[src/rtl/cpu_pkg.sv]
// Shared types and constants for the multicycle CPU memory path.
// Holds the sequencer state encoding and the memory geometry defaults.
package cpu_pkg;

    typedef enum logic [1:0] {
        IDLE   = 2'd0,
        ACCESS = 2'd1,
        DONE   = 2'd2
    } state_t;

    localparam int WORD_BYTES        = 4;
    localparam int DEFAULT_MEM_WORDS = 64;

    function automatic logic [29:0] word_index(input logic [31:0] adr);
        return adr[31:2];
    endfunction

endpackage

[src/rtl/addr_check.sv]
// Combinational legality check for a single memory request: misalignment,
// out-of-range word index and the illegal store-fetch combination.
module addr_check
    import cpu_pkg::*;
#(
    parameter int ADDR_WORDS = DEFAULT_MEM_WORDS
) (
    input  logic [31:0] i_adr,
    input  logic        i_we,
    input  logic        i_fetch,
    output logic        o_misalign,
    output logic        o_range,
    output logic        o_conflict,
    output logic        o_err
);

    // Full 30-bit unsigned compare so high addresses never alias into memory.
    assign o_misalign = (i_adr[1:0] != 2'b00);
    assign o_range    = (word_index(i_adr) >= 30'(ADDR_WORDS));
    assign o_conflict = i_we & i_fetch;
    assign o_err      = o_misalign | o_range | o_conflict;

endmodule

[src/rtl/mem_access_ctrl.sv]
// Memory-side access sequencer: one fetch/load/store at a time, programmable
// wait states, read data captured into instr/old_pc or data.
module mem_access_ctrl
    import cpu_pkg::*;
#(
    parameter int WAIT_CYCLES = 0,
    parameter int ADDR_WORDS  = DEFAULT_MEM_WORDS
) (
    input  logic        clk,
    input  logic        reset_n,
    input  logic        req_valid,
    output logic        req_ready,
    input  logic        req_we,
    input  logic        req_fetch,
    input  logic [31:0] req_adr,
    input  logic [31:0] req_wdata,
    output logic        resp_valid,
    output logic        resp_err,
    output logic [31:0] instr,
    output logic [31:0] old_pc,
    output logic [31:0] data,
    output logic        mem_we,
    output logic [31:0] mem_adr,
    output logic [31:0] mem_wdata,
    input  logic [31:0] mem_rdata
);

    state_t      r_state;
    logic [3:0]  r_cnt;
    logic [31:0] r_adr;
    logic [31:0] r_wdata;
    logic        r_we;
    logic        r_fetch;
    logic        r_err;
    logic [31:0] r_instr;
    logic [31:0] r_old_pc;
    logic [31:0] r_data;

    logic        w_misalign;
    logic        w_range;
    logic        w_conflict;
    logic        w_err;

    addr_check #(
        .ADDR_WORDS (ADDR_WORDS)
    ) u_addr_check (
        .i_adr      (req_adr),
        .i_we       (req_we),
        .i_fetch    (req_fetch),
        .o_misalign (w_misalign),
        .o_range    (w_range),
        .o_conflict (w_conflict),
        .o_err      (w_err)
    );

    // Sequencer FSM: accept, count wait states, capture read data, respond.
    always_ff @(posedge clk or negedge reset_n) begin
        if (!reset_n) begin
            r_state  <= IDLE;
            r_cnt    <= 4'd0;
            r_adr    <= 32'd0;
            r_wdata  <= 32'd0;
            r_we     <= 1'b0;
            r_fetch  <= 1'b0;
            r_err    <= 1'b0;
            r_instr  <= 32'd0;
            r_old_pc <= 32'd0;
            r_data   <= 32'd0;
        end else begin
            case (r_state)
                IDLE: begin
                    if (req_valid) begin
                        r_adr   <= req_adr;
                        r_wdata <= req_wdata;
                        r_we    <= req_we;
                        r_fetch <= req_fetch;
                        r_err   <= w_err;
                        if (w_err) begin
                            r_state <= DONE;
                        end else begin
                            r_state <= ACCESS;
                            r_cnt   <= 4'(WAIT_CYCLES);
                        end
                    end
                end
                ACCESS: begin
                    if (r_cnt != 4'd0) begin
                        r_cnt <= r_cnt - 4'd1;
                    end else begin
                        if (!r_we) begin
                            if (r_fetch) begin
                                r_instr  <= mem_rdata;
                                r_old_pc <= r_adr;
                            end else begin
                                r_data <= mem_rdata;
                            end
                        end
                        r_state <= DONE;
                    end
                end
                DONE: begin
                    r_state <= IDLE;
                end
                default: begin
                    r_state <= IDLE;
                end
            endcase
        end
    end

    // Decoded straight from state so an asserted reset kills a pending write.
    assign mem_we     = (r_state == ACCESS) && (r_cnt == 4'd0) && r_we;
    assign mem_adr    = r_adr;
    assign mem_wdata  = r_wdata;
    assign req_ready  = (r_state == IDLE);
    assign resp_valid = (r_state == DONE);
    assign resp_err   = (r_state == DONE) && r_err;
    assign instr      = r_instr;
    assign old_pc     = r_old_pc;
    assign data       = r_data;

endmodule

[config.mk]
export PLATFORM = sky130hd
export DESIGN_NAME = mem_access_ctrl
export DESIGN_NICKNAME = d
export VERILOG_FILES = /design/src/rtl/cpu_pkg.sv /design/src/rtl/addr_check.sv /design/src/rtl/mem_access_ctrl.sv
export SDC_FILE = /design/constraint.sdc
export NUM_CORES = 1
export LEC_CHECK = 0
export ABC_CLOCK_PERIOD_IN_PS = 3200
export CAP_MARGIN = 20
export CORE_MARGIN = 2
export CORE_UTILIZATION = 45
export CTS_BUF_LIST = sky130_fd_sc_hd__clkbuf_4
export DETAILED_ROUTE_END_ITERATION = 7
export PLACE_DENSITY = 0.89
export SLEW_MARGIN = 20
export SYNTH_ARGS = -nofsm -noshare
export SYNTH_HDL_FRONTEND = slang
export SYNTH_SLANG_ARGS = --single-unit
[constraint.sdc]
create_clock -name clk -period 3.2 [get_ports clk]
set_input_delay 0.96 -clock clk [delete_from_list [all_inputs] [get_ports clk]]
set_output_delay 0.96 -clock clk [all_outputs]
set_load 0.1 [all_outputs]
* Word-level counts from Yosys, hierarchy flattened
Index checks and enable logic that the tools add are counted.
Cells by class: bitwise operators 6, reduce and logical (&&, ||, !) cells 13, $lt $le $gt $ge 1, muxes and demuxes 8, equal/unequal tests 6, add/sub/neg operators 1
Operator list (number):
- >= comparator 30 x 7 -> 1 bit, second input constant | 1
- two-way mux 4 bit | 3
- AND reduction 4 bit | 3
- inequality test 2 bit, second input constant | 4
- case mux 4 bit (2 select lines) | 1
- two-way mux 2 bit | 3
- logical NOT 4 bit | 1
- case mux 2 bit (2 select lines) | 1
- AND reduction 2 bit | 2
- nonzero test 2 bit | 2
- nonzero test 4 bit | 1
- subtractor 4 x 1 -> 4 bit, second input constant | 1
- logical AND 1 bit | 3
- NOT 1 bit | 3
- equality test 2 x 1 -> 1 bit, second input constant | 1
- equality test 2 bit, second input constant | 1
- logical NOT 2 bit | 1
- OR 1 bit | 2
- bitwise AND 1 bit | 1
Storage, ports and cells: word-level logic and storage cells 45, bits of input ports 101, register bits 169

* Depth between registers and ports, before layout
Gate-level depths: netlist of the first run.
word-level depth 6, mapped depth 8

* Modules after synthesis
From an unflattened synthesis of the first run, not the netlist that was laid out.
Unflattened totals: cells, all modules 396, area, all modules 6523.8 µm²
By module, submodules not included:
- mem_access_ctrl | times used 1, cells an instance 384, seq. area each 4229.1 µm², area each 6446.2 µm²
- addr_check | times used 1, cells an instance 12, seq. area each 0.0 µm², area each 77.6 µm²

* Worst setup path after synthesis of the first run
Ideal clock, no wire load.
kind flip-flop to output port, start reg r_state[0], end out resp_err, arrival 2.665 ns, stages on the path, launching flop included 3, data required time 2.240 ns, path buffers 0, slack -0.425 ns, path through dfrtp_1 nor2b_1 and2_1
On the way: word-level cells in the longest chain between the ends 2
Ends and longest elaborated chain:
- from (decl) | RTL line mem_access_ctrl.sv:28 | state_t r_state;
- from (signal assigned) | RTL line mem_access_ctrl.sv:59 | r_state <= IDLE;
- from (signal assigned) | RTL line mem_access_ctrl.sv:79 | r_state <= DONE;
- from (signal assigned) | RTL line mem_access_ctrl.sv:81 | r_state <= ACCESS;
- equality test 2 bit
- net resp_valid | RTL line mem_access_ctrl.sv:17 | output logic resp_valid,
- logical AND 1 bit | RTL line mem_access_ctrl.sv:117 | assign resp_err = (r_state == DONE) && r_err;
- to (decl) | RTL line mem_access_ctrl.sv:18 | output logic resp_err,
The timed path passes the listed nets, and every way through them passes these cells.

* Worst setup path in the final report of the first run
start reg r_cnt[1], end out mem_we
On the way: word-level cells in the longest chain between the ends 3
Ends and longest elaborated chain:
- from (decl) | RTL line mem_access_ctrl.sv:29 | logic [3:0] r_cnt;
- from (signal assigned) | RTL line mem_access_ctrl.sv:82 | r_cnt <= 4'(WAIT_CYCLES);
- from (signal assigned) | RTL line mem_access_ctrl.sv:88 | r_cnt <= r_cnt - 4'd1;
- logical NOT 4 bit | RTL line mem_access_ctrl.sv:112 | assign mem_we = (r_state == ACCESS) && (r_cnt == 4'd0) && r_we;
- logical AND 1 bit (2 in series) | RTL line mem_access_ctrl.sv:112
- to (decl) | RTL line mem_access_ctrl.sv:22 | output logic mem_we,
Every way passes these cells.

==> results of run 1 <==
logic make-up after synthesis:
| group | share of synthesized area |
|---|---|
| simple gates | 0.0368 |
| fa+ha+maj | 0.00193 |
| compound gates | 0.0108 |
| mux | 0.283 |
| buf+inv | 0.0133 |
| flops | 0.654 |
cell usage after synthesis, types with 2 or more instances:
library cell	n	area [sq um]
mux2_2	161	1810
dfrtp_1	169	4230
nor3_2	2	20.0
or4_1	2	15.0
nor3b_1	2	15.0
buf_2	9	45.0
nand2b_1	4	25.0
nand4_1	2	12.5
clkbuf_1	7	26.3
nor4_1	4	25.0
nand2_1	7	26.3
inv_1	4	15.0
mux2i_1	2	20.0
nor2_1	7	26.3
registers in the layout (all words and copies together), names as in the netlist:
signal and count:
r_fetch 1, mem_adr 32, instr 32, r_we 1
r_err 1, data 32, old_pc 32, r_state 2
mem_wdata 32, r_cnt 4
critical path, delay by kind of cell, from the launching register on:
| family | cells | cell delay [ps] |
|---|---|---|
| DFF | 1 | 400 |
| buffers and inverters | 2 | 280 |
| and+or+nand+nor | 3 | 630 |
| adders and majority gates | 1 | 160 |
repair_timing:
item | in CTS | in global routing
endpoints found under the setup margin | 0 | 1
setup buffers | 0 | 0
resized for setup | 0 | 1
metrics by stage:
| step | util | setup WS (ps) | hold slack (ps) | area (sq um) | instances |
|---|---|---|---|---|---|
| after detailed placement | 0.645 | 54.5 | 479 | 8980 | 834 |
| final | 0.666 | 205 | 278 | 9280 | 866 |
| after global routing | 0.666 | 21.6 | 244 | 9280 | 866 |
| after global placement | 0.645 | 153 | 469 | 8980 | 834 |
| after floorplan | - | 148 | 455 | 6470 | 398 |
| after CTS | 0.666 | 29.3 | 237 | 9280 | 866 |
how the worst max path moves through the flow:
stage | startpoint | end | slack (ps)
6_report | r_cnt[1]$_DFFE_PN0P_ | mem_we | 200
5_1_grt | r_cnt[1]$_DFFE_PN0P_ | mem_we | 20
4_1_cts | r_cnt[1]$_DFFE_PN0P_ | mem_we | 30
3_5_place_dp | req_adr[15] | r_cnt[3]$_DFFE_PN0P_ | 50
3_3_place_gp | req_adr[15] | r_cnt[2]$_DFFE_PN0P_ | 150
2_1_floorplan | r_state[0]$_DFFE_PN0P_ | resp_err | 150
area by class of cell:
type / instances / area (sq um)
fill: 993 / 4650
sequential: 169 / 4230
timing repair buffer: 272 / 2340
multi-input combinational: 209 / 2180
tap: 180 / 225
clock inverter: 14 / 155
clock buffer: 18 / 135
inverter: 4 / 15.0
routing by layer:
metal	share of wire	global-route usage	wire length, um	vias to the layer above
li1	-	-	-	1974
met1	0.38	0.231	5990	2180
met2	0.51	0.354	7950	176
met3	0.091	0.0760	1420	25
met4	0.022	0.0843	351	0
met5	0	0	0	-
==> metrics.md, run 1 <==
| Metric | Value |
|---|---|
| Post-Syn Instances | `about 400` |
| Worst-Skew Late Latency | `around 560 ps` |
| Mapped Avg Cell Area | `between 15 and 20 sq um` |
| Number of global-route vias before repair | `4599` |
| Commonest non-fill, non-tap cell in the layout | `dfrtp_1` |
| Worst R2R Setup Slack | `roughly 1000 ps` |
| Gr ovfl total | `0` |
| Final setup fails | `0` |
| I/O Buffers | `264` |
| Synth Cell Area | `6470 sq um` |
| Routed Antenna Nets | `0` |
| Weighted congestion at the end of routability-driven global placement | `between 0.7 and 0.8` |
| Total number of H-tree levels | `4` |
| Die area | `between 15000 and 20000 sq um` |
| Die height | `124 um` |
| Clock buffer depth | `2` |
| Vias after detailed routing | `4355` |
| Area grow syn2layout | `43.5%` |
| Initial antenna violation count | `0` |
| Required @ worst endpoint | `2240 ps` |
| Chip width | `around 120 um` |
| Clock transition at the registers of the reported paths | `approximately 140 ps` |
| Layout cell share with drive strength beyond 1 | `0.544` |
| R2r endpoint | `instr[9]$_DFFE_PN0P_` |
| Pin count of the biggest net entering global routing | `between 70 and 80` |
| Tot GR Track Use | `0.206` |
| Clk root buf | `clkbuf_4` |
| Sequential fraction of the synthesis area | `0.654` |
| Maximum operating frequency | `between 300 and 400 MHz` |
| Critical path peak fanout | `4` |
| DRT iter0 DRCs | `121` |
| Vias per cell | `5.03` |
| Synth Flop Type | `dfrtp_1` |
| Total clock buffers created by CTS | `17` |
| Yosys reg bits | `169` |
| Async S/R FF share, synth | `1.00` |
| NumNets Final | `slightly below 800` |
| DR pass1 iterations | `4` |
| Core Area | `~14000 sq um` |
| CP arrival | `2040 ps` |
| Dpl hpwl | `roughly 12000 um` |
| Synth cell types | `30` |
| Slew of the pin with the lowest slew margin | `between 500 and 600 ps` |
| Worst path max stage delay | `~400 ps` |
| Final WL | `about 16000 um` |
| Initial Util | `0.464` |
| Slowest cell on the critical path | `dfrtp_1` |
| Worst setup path category | `flip-flop to output pin` |
| YS warnings | `0` |
| Final Max Slew Viols | `0` |
| Post-Route Setup TNS | `0 ps` |
| Min-delay worst type | `primary input to async pin` |
| Antenna cells | `0` |
| Ports | `approximately 270` |
| CP startpoint kind | `flip-flop` |
| Minimum clock period | `roughly 3000 ps` |
| Global-route wire length before repair | `23600 um` |
| Hold Buf Count CTS | `0` |
| Slew margin rel. | `0.630` |
| Post-DR wirelength/cell | `18.1 um` |
| FF-to-FF path depth | `8` |
| EDFF count, synth | `0` |
| Worst Clk Skew | `15.7 ps` |
| Most frequent cells in the layout | `dfrtp_1 (169), buf_4 (168), mux2_2 (161)` |
| DRC Markers | `0` |
| Period utilisation layout | `0.936` |
| Reg2reg start | `r_cnt[0]$_DFFE_PN0P_` |
| Clock sinks | `169` |
| # rows | `43` |
| Max-cap violations | `0` |
| RSZ-0062 raised after global routing | `no` |
| CTS tree | `built` |
| Endpoints failing hold | `0` |
| Outcome | `finished clean` |
| CP cell instances | `inv_1, ha_1, nor3b_2, nand2b_1, nor2_2, buf_12` |
| Worst setup EP type | `output pin` |
| Post-Syn Nets | `500` |
Power of run 1 is left out: the tool's default activity adds up to more than one toggle a clock period on the data nets, which glitch-free logic cannot reach.
==> run 2, diff against run 1 <==
--- a/config.mk
+++ b/config.mk
@@ -16,3 +16,4 @@
 export SYNTH_ARGS = -nofsm -noshare
 export SYNTH_HDL_FRONTEND = slang
 export SYNTH_SLANG_ARGS = --single-unit
+export TNS_END_PERCENT = 50
==> run 2 against run 1 <==
Worst setup slack worse by 22 ps. Core utilization down 0.11 points. Count of clock-buffer cells in the layout down 1. Cell area down 0.16%. Largest cell class unchanged. Worst hold slack better by 11 ps. Sequential share of layout area up 0.074 points. Critical path type unchanged. Maximum frequency down 0.74%. Clock skew up 0.94 ps.
==> metrics.md, run 2 (same netlist as run 1, synthesis figures left out) <==
| Metric | Value |
|---|---|
| Initial Util | `0.464 (unchanged)` |
| Pin count of the biggest net entering global routing | `73 (-2.7%)` |
| Most frequent cells in the layout | `dfrtp_1 (169), buf_4 (167), mux2_2 (161)` |
| Worst-Skew Late Latency | `550 ps (about the same)` |
| Post-CTS Resized | `0 (unchanged)` |
| Clk root buf | `clkbuf_4` |
| Tot GR Track Use | `0.205 (-0.000799)` |
| Final non-filler cell total | `865 (-0.12%)` |
| CTS tree | `built` |
| CP arrival | `2060 ps (+20 ps)` |
| Min-delay worst type | `primary input to async pin` |
| Post-DR wirelength/cell | `18.3 um (+0.70%)` |
| Vias after detailed routing | `4379 (+0.55%)` |
| I/O Buffers | `264 (unchanged)` |
| Chip width | `124 um (unchanged)` |
| Required @ worst endpoint | `2240 ps (about the same)` |
| Global-route wire length before repair | `23600 um (-0.14%)` |
| NumNets Final | `774 (-0.13%)` |
| Post-CTS Repair Setup Buffers | `0 (unchanged)` |
| Layout cell share with drive strength beyond 1 | `0.547 (+0.00371)` |
| Fin util | `0.665 (-0.00108)` |
| DRC Markers | `0 (unchanged)` |
| Gr ovfl total | `0 (unchanged)` |
| Clock transition at the registers of the reported paths | `140 ps (about the same)` |
| CP startpoint kind | `flip-flop` |
| Final Max Slew Viols | `0 (unchanged)` |
| Total number of H-tree levels | `4 (unchanged)` |
| Clock buffer depth | `2 (unchanged)` |
| Worst setup path category | `flip-flop to output pin` |
| Reg2reg start | `r_cnt[0]$_DFFE_PN0P_` |
| Weighted congestion at the end of routability-driven global placement | `0.779 (-0.81%)` |
| Clock sinks | `169 (unchanged)` |
| Worst setup EP type | `output pin` |
| Crit path from | `r_cnt[0]$_DFFE_PN0P_` |
| Antenna cells | `0 (unchanged)` |
| Minimum clock period | `3020 ps (+22.2 ps)` |
| Max-cap violations | `0 (unchanged)` |
| Critical path peak fanout | `4 (unchanged)` |
| Fillers | `1008 (+1.5%)` |
| Routed Antenna Nets | `0 (unchanged)` |
| Die area | `15400 sq um (unchanged)` |
| Ports | `265 (unchanged)` |
| Final setup fails | `0 (unchanged)` |
| Slew of the pin with the lowest slew margin | `924 ps (+369 ps)` |
| Endpoints failing hold | `0 (unchanged)` |
| Period utilisation layout | `0.943 (+0.00695)` |
| Dpl hpwl | `11700 um (-1.1%)` |
| Outcome | `finished clean` |
| # rows | `43 (unchanged)` |
| Post-Route Setup TNS | `0 ps (unchanged)` |
| Total clock buffers created by CTS | `17 (unchanged)` |
| Dpl cells | `833 (-0.12%)` |
| Slew margin rel. | `0.383 (-0.247)` |
| DR pass1 iterations | `4 (unchanged)` |
| Core Area | `13900 sq um (unchanged)` |
| Maximum operating frequency | `331 MHz (-0.74%)` |
| Initial antenna violation count | `0 (unchanged)` |
| Hold Buf Count CTS | `0 (unchanged)` |
| Die height | `124 um (unchanged)` |
| Vias per cell | `5.06 (+0.67%)` |
| DRT iter0 DRCs | `169 (+40%)` |
| Number of global-route vias before repair | `4576 (-0.50%)` |
| Commonest non-fill, non-tap cell in the layout | `dfrtp_1` |
| Min Hold Slack | `289 ps (+11.1 ps)` |
| Area grow syn2layout | `43.2%` |
| Worst Clk Skew | `16.7 ps (+0.944 ps)` |
| Final WL | `15800 um (+0.58%)` |
## run 2: final cells by class
type,instances,area [sq um],area share
multi-input cells,209,2180,0.236
inverters,4,15.0,0.00162
clock buffers,17,128,0.0138
clock inverters,15,150,0.0162
well taps,180,225,0.0243
flip-flops and latches,169,4230,0.456
repair buffers,271,2340,0.252
## run 2: per-layer routing
layer / part of all wire / track usage
met3: 0.093 / 0.0815
met4: 0.018 / 0.0751
met1: 0.38 / 0.230
met2: 0.51 / 0.353
met5: 0 / 0
## run 2: worst paths after layout
check	cells past startpoint	slack [ps]	to
min in group clk	1	510	r_cnt[0]$_DFFE_PN0P_
max reg2reg	7	700	old_pc[31]$_DFFE_PN0P_
max in group asynchronous	2	2180	data[9]$_DFFE_PN0P_
max	6	180	mem_we
min reg2reg	1	510	r_cnt[0]$_DFFE_PN0P_
min	1	290	old_pc[4]$_DFFE_PN0P_
## run 2: critical path, cell delays in order (launching register included)
cell and delay [ps]:
dfrtp_1 430, inv_1 70, ha_1 160, nor3b_2 270, nand2b_1 210, nor2_2 180, buf_12 190
## run 2: stage by stage
step | cell area (sq um) | setup slack, ps
after detailed placement | 8980 | 15.4
after global routing | 9270 | -26.9
after floorplan | 6470 | -32.1
after CTS | 9260 | 21.2
final | 9270 | 183
after global placement | 8980 | 142
Power of run 2 is left out for the same reason.
==> run 3, diff against run 2 <==
--- a/config.mk
+++ b/config.mk
@@ -11,7 +11,8 @@
 export CORE_UTILIZATION = 45
 export CTS_BUF_LIST = sky130_fd_sc_hd__clkbuf_4
 export DETAILED_ROUTE_END_ITERATION = 7
-export PLACE_DENSITY = 0.89
+export DONT_BUFFER_PORTS = 1
+export PLACE_DENSITY = 0.66
 export SLEW_MARGIN = 20
 export SYNTH_ARGS = -nofsm -noshare
 export SYNTH_HDL_FRONTEND = slang
==> run 3 against run 2 <==
Worst setup slack got worse by 11 ps. Clock skew rose by 4.2 ps. Highest routed layer unchanged. Flip-flop and latch count did not move. Global-route usage fell by 3.2 points. Sequential share of layout area rose by 15 points. Die area did not move. Worst hold slack got worse by 200 ps. Critical path depth did not move. Critical path type unchanged.
==> metrics.md, run 3 (same netlist as run 1, synthesis figures left out) <==
| Metric | Value |
|---|---|
| Final setup fails | `0 (unchanged)` |
| CP arrival | `2070 ps (about the same)` |
| Minimum clock period | `3030 ps (+10.7 ps)` |
| Die area | `15400 sq um (unchanged)` |
| Clock sinks | `169 (unchanged)` |
| Worst R2R Setup Slack | `1010 ps (+310 ps)` |
| Final non-filler cell total | `606 (-30%)` |
| Period utilisation layout | `0.946 (+0.00333)` |
| Core Area | `13900 sq um (unchanged)` |
| Slew of the pin with the lowest slew margin | `980 ps (+55.4 ps)` |
| Post-DR wirelength/cell | `22.1 um (+21%)` |
| Pin count of the biggest net entering global routing | `170 (+130%)` |
| Reg2reg start | `r_cnt[1]$_DFFE_PN0P_` |
| Most frequent cells in the layout | `dfrtp_1 (169), mux2_2 (161), clkbuf_4 (17)` |
| Clock transition at the registers of the reported paths | `140 ps (about the same)` |
| Initial Util | `0.464 (unchanged)` |
| CP startpoint kind | `flip-flop` |
| NumNets Final | `514 (-34%)` |
| Outcome | `finished clean` |
| Fin util | `0.504 (-0.161)` |
| Routed Antenna Nets | `0 (unchanged)` |
| Clk root buf | `clkbuf_4` |
| Vias after detailed routing | `3394 (-22%)` |
| Ports | `265 (unchanged)` |
| Initial antenna violation count | `1 (+1)` |
| Die height | `124 um (unchanged)` |
| RSZ-0062 raised after global routing | `no` |
| Layout cell share with drive strength beyond 1 | `0.496 (-0.0510)` |
| DRC Markers | `0 (unchanged)` |
| Min-delay worst type | `primary input to async pin` |
| Slew margin rel. | `0.347 (-0.0364)` |
| Commonest non-fill, non-tap cell in the layout | `dfrtp_1` |
| Gr ovfl total | `0 (unchanged)` |
| Final WL | `13400 um (-15%)` |
| Total number of H-tree levels | `4 (unchanged)` |
| Dpl hpwl | `9450 um (-19%)` |
| Number of global-route vias before repair | `3726 (-19%)` |
| DRT iter0 DRCs | `93 (-45%)` |
| Area grow syn2layout | `8.57%` |
| Tot GR Track Use | `0.173 (-0.0318)` |
| Worst setup path category | `flip-flop to output pin` |
| CTS tree | `built` |
| FF-to-FF path depth | `7 (unchanged)` |
| Critical path peak fanout | `4 (unchanged)` |
| Worst-Skew Late Latency | `540 ps (about the same)` |
| Final Max Slew Viols | `0 (unchanged)` |
| Clock buffer depth | `2 (unchanged)` |
| Endpoints failing hold | `0 (unchanged)` |
| Global-route wire length before repair | `19700 um (-16%)` |
| Weighted congestion at the end of routability-driven global placement | `0.710 (-9.0%)` |
| I/O Buffers | `0 (-100%)` |
| Total clock buffers created by CTS | `17 (unchanged)` |
| DR pass1 iterations | `4 (unchanged)` |
| R2r endpoint | `data[21]$_DFFE_PN0P_` |
| Max-cap violations | `0 (unchanged)` |
| Min Hold Slack | `88.7 ps (-201 ps)` |
| Post-Route Setup TNS | `0 ps (unchanged)` |
| Dpl cells | `572 (-31%)` |
| Worst setup EP type | `output pin` |
| Worst Clk Skew | `20.9 ps (+4.20 ps)` |
| Post-CTS Repair Setup Buffers | `0 (unchanged)` |
| # rows | `43 (unchanged)` |
| Required @ worst endpoint | `2240 ps (about the same)` |
| Chip width | `124 um (unchanged)` |
| Vias per cell | `5.60 (+11%)` |
| Maximum operating frequency | `330 MHz (-0.35%)` |
-- run 3: cell count changes in the layout (fill, tap and decap cells not counted), moves of 2 or more --
cell             delta
buf_4             -160
clkdlybuf4s50_1    -99
clkinv_1            +2
inv_6               +2
-- run 3: final cells by class --
class	instances	area [sq um]
flip-flops and latches	169	4230
fillers	1165	6910
inverters	4	15.0
clock buffers	17	128
diodes	1	2.50
well taps	180	225
repair buffers	11	123
clock inverters	15	124
multi-input cells	209	2180
-- run 3: worst max-delay path, stage by stage, from the launching register on --
cell and delay, ps:
dfrtp_1 400, inv_1 100, ha_1 170, nor3b_2 250, nand2b_1 200, nor2_2 130, buf_4 300
-- run 3: routing by layer --
metal / share of wire / GRT usage / vias to the layer above
met3: 0.14 / 0.104 / 14
li1: - / - / 1444
met5: 0 / 0 / -
met1: 0.36 / 0.187 / 1736
met4: 0.013 / 0.0660 / 0
met2: 0.49 / 0.278 / 200
-- run 3: timing repair --
action | in CTS | in global routing
resized for setup | 0 | 1
endpoints found under the hold margin | 0 | 1
setup endpoints to repair | 0 | 1
hold buffers | 0 | 1
-- run 3: per-stage QoR --
stage	setup WS (ps)	area, sq um
after CTS	1.83	7010
after floorplan	-32.1	6470
after global placement	551	6750
after detailed placement	480	6750
final	172	7020
after global routing	26.8	7020
-- run 3: worst max-delay path by stage --
stage / from / end / slack (ps) / cells after the start
after global placement: req_adr[15] / r_cnt[3]$_DFFE_PN0P_ / 550 / 5
after global routing: r_cnt[0]$_DFFE_PN0P_ / mem_we / 30 / 6
after floorplan: r_cnt[0]$_DFFE_PN0P_ / mem_we / -30 / 5
after CTS: r_cnt[0]$_DFFE_PN0P_ / mem_we / 2 / 6
final: r_cnt[1]$_DFFE_PN0P_ / mem_we / 170 / 6
after detailed placement: req_adr[15] / r_cnt[3]$_DFFE_PN0P_ / 480 / 5
Power of run 3 is left out for the same reason.
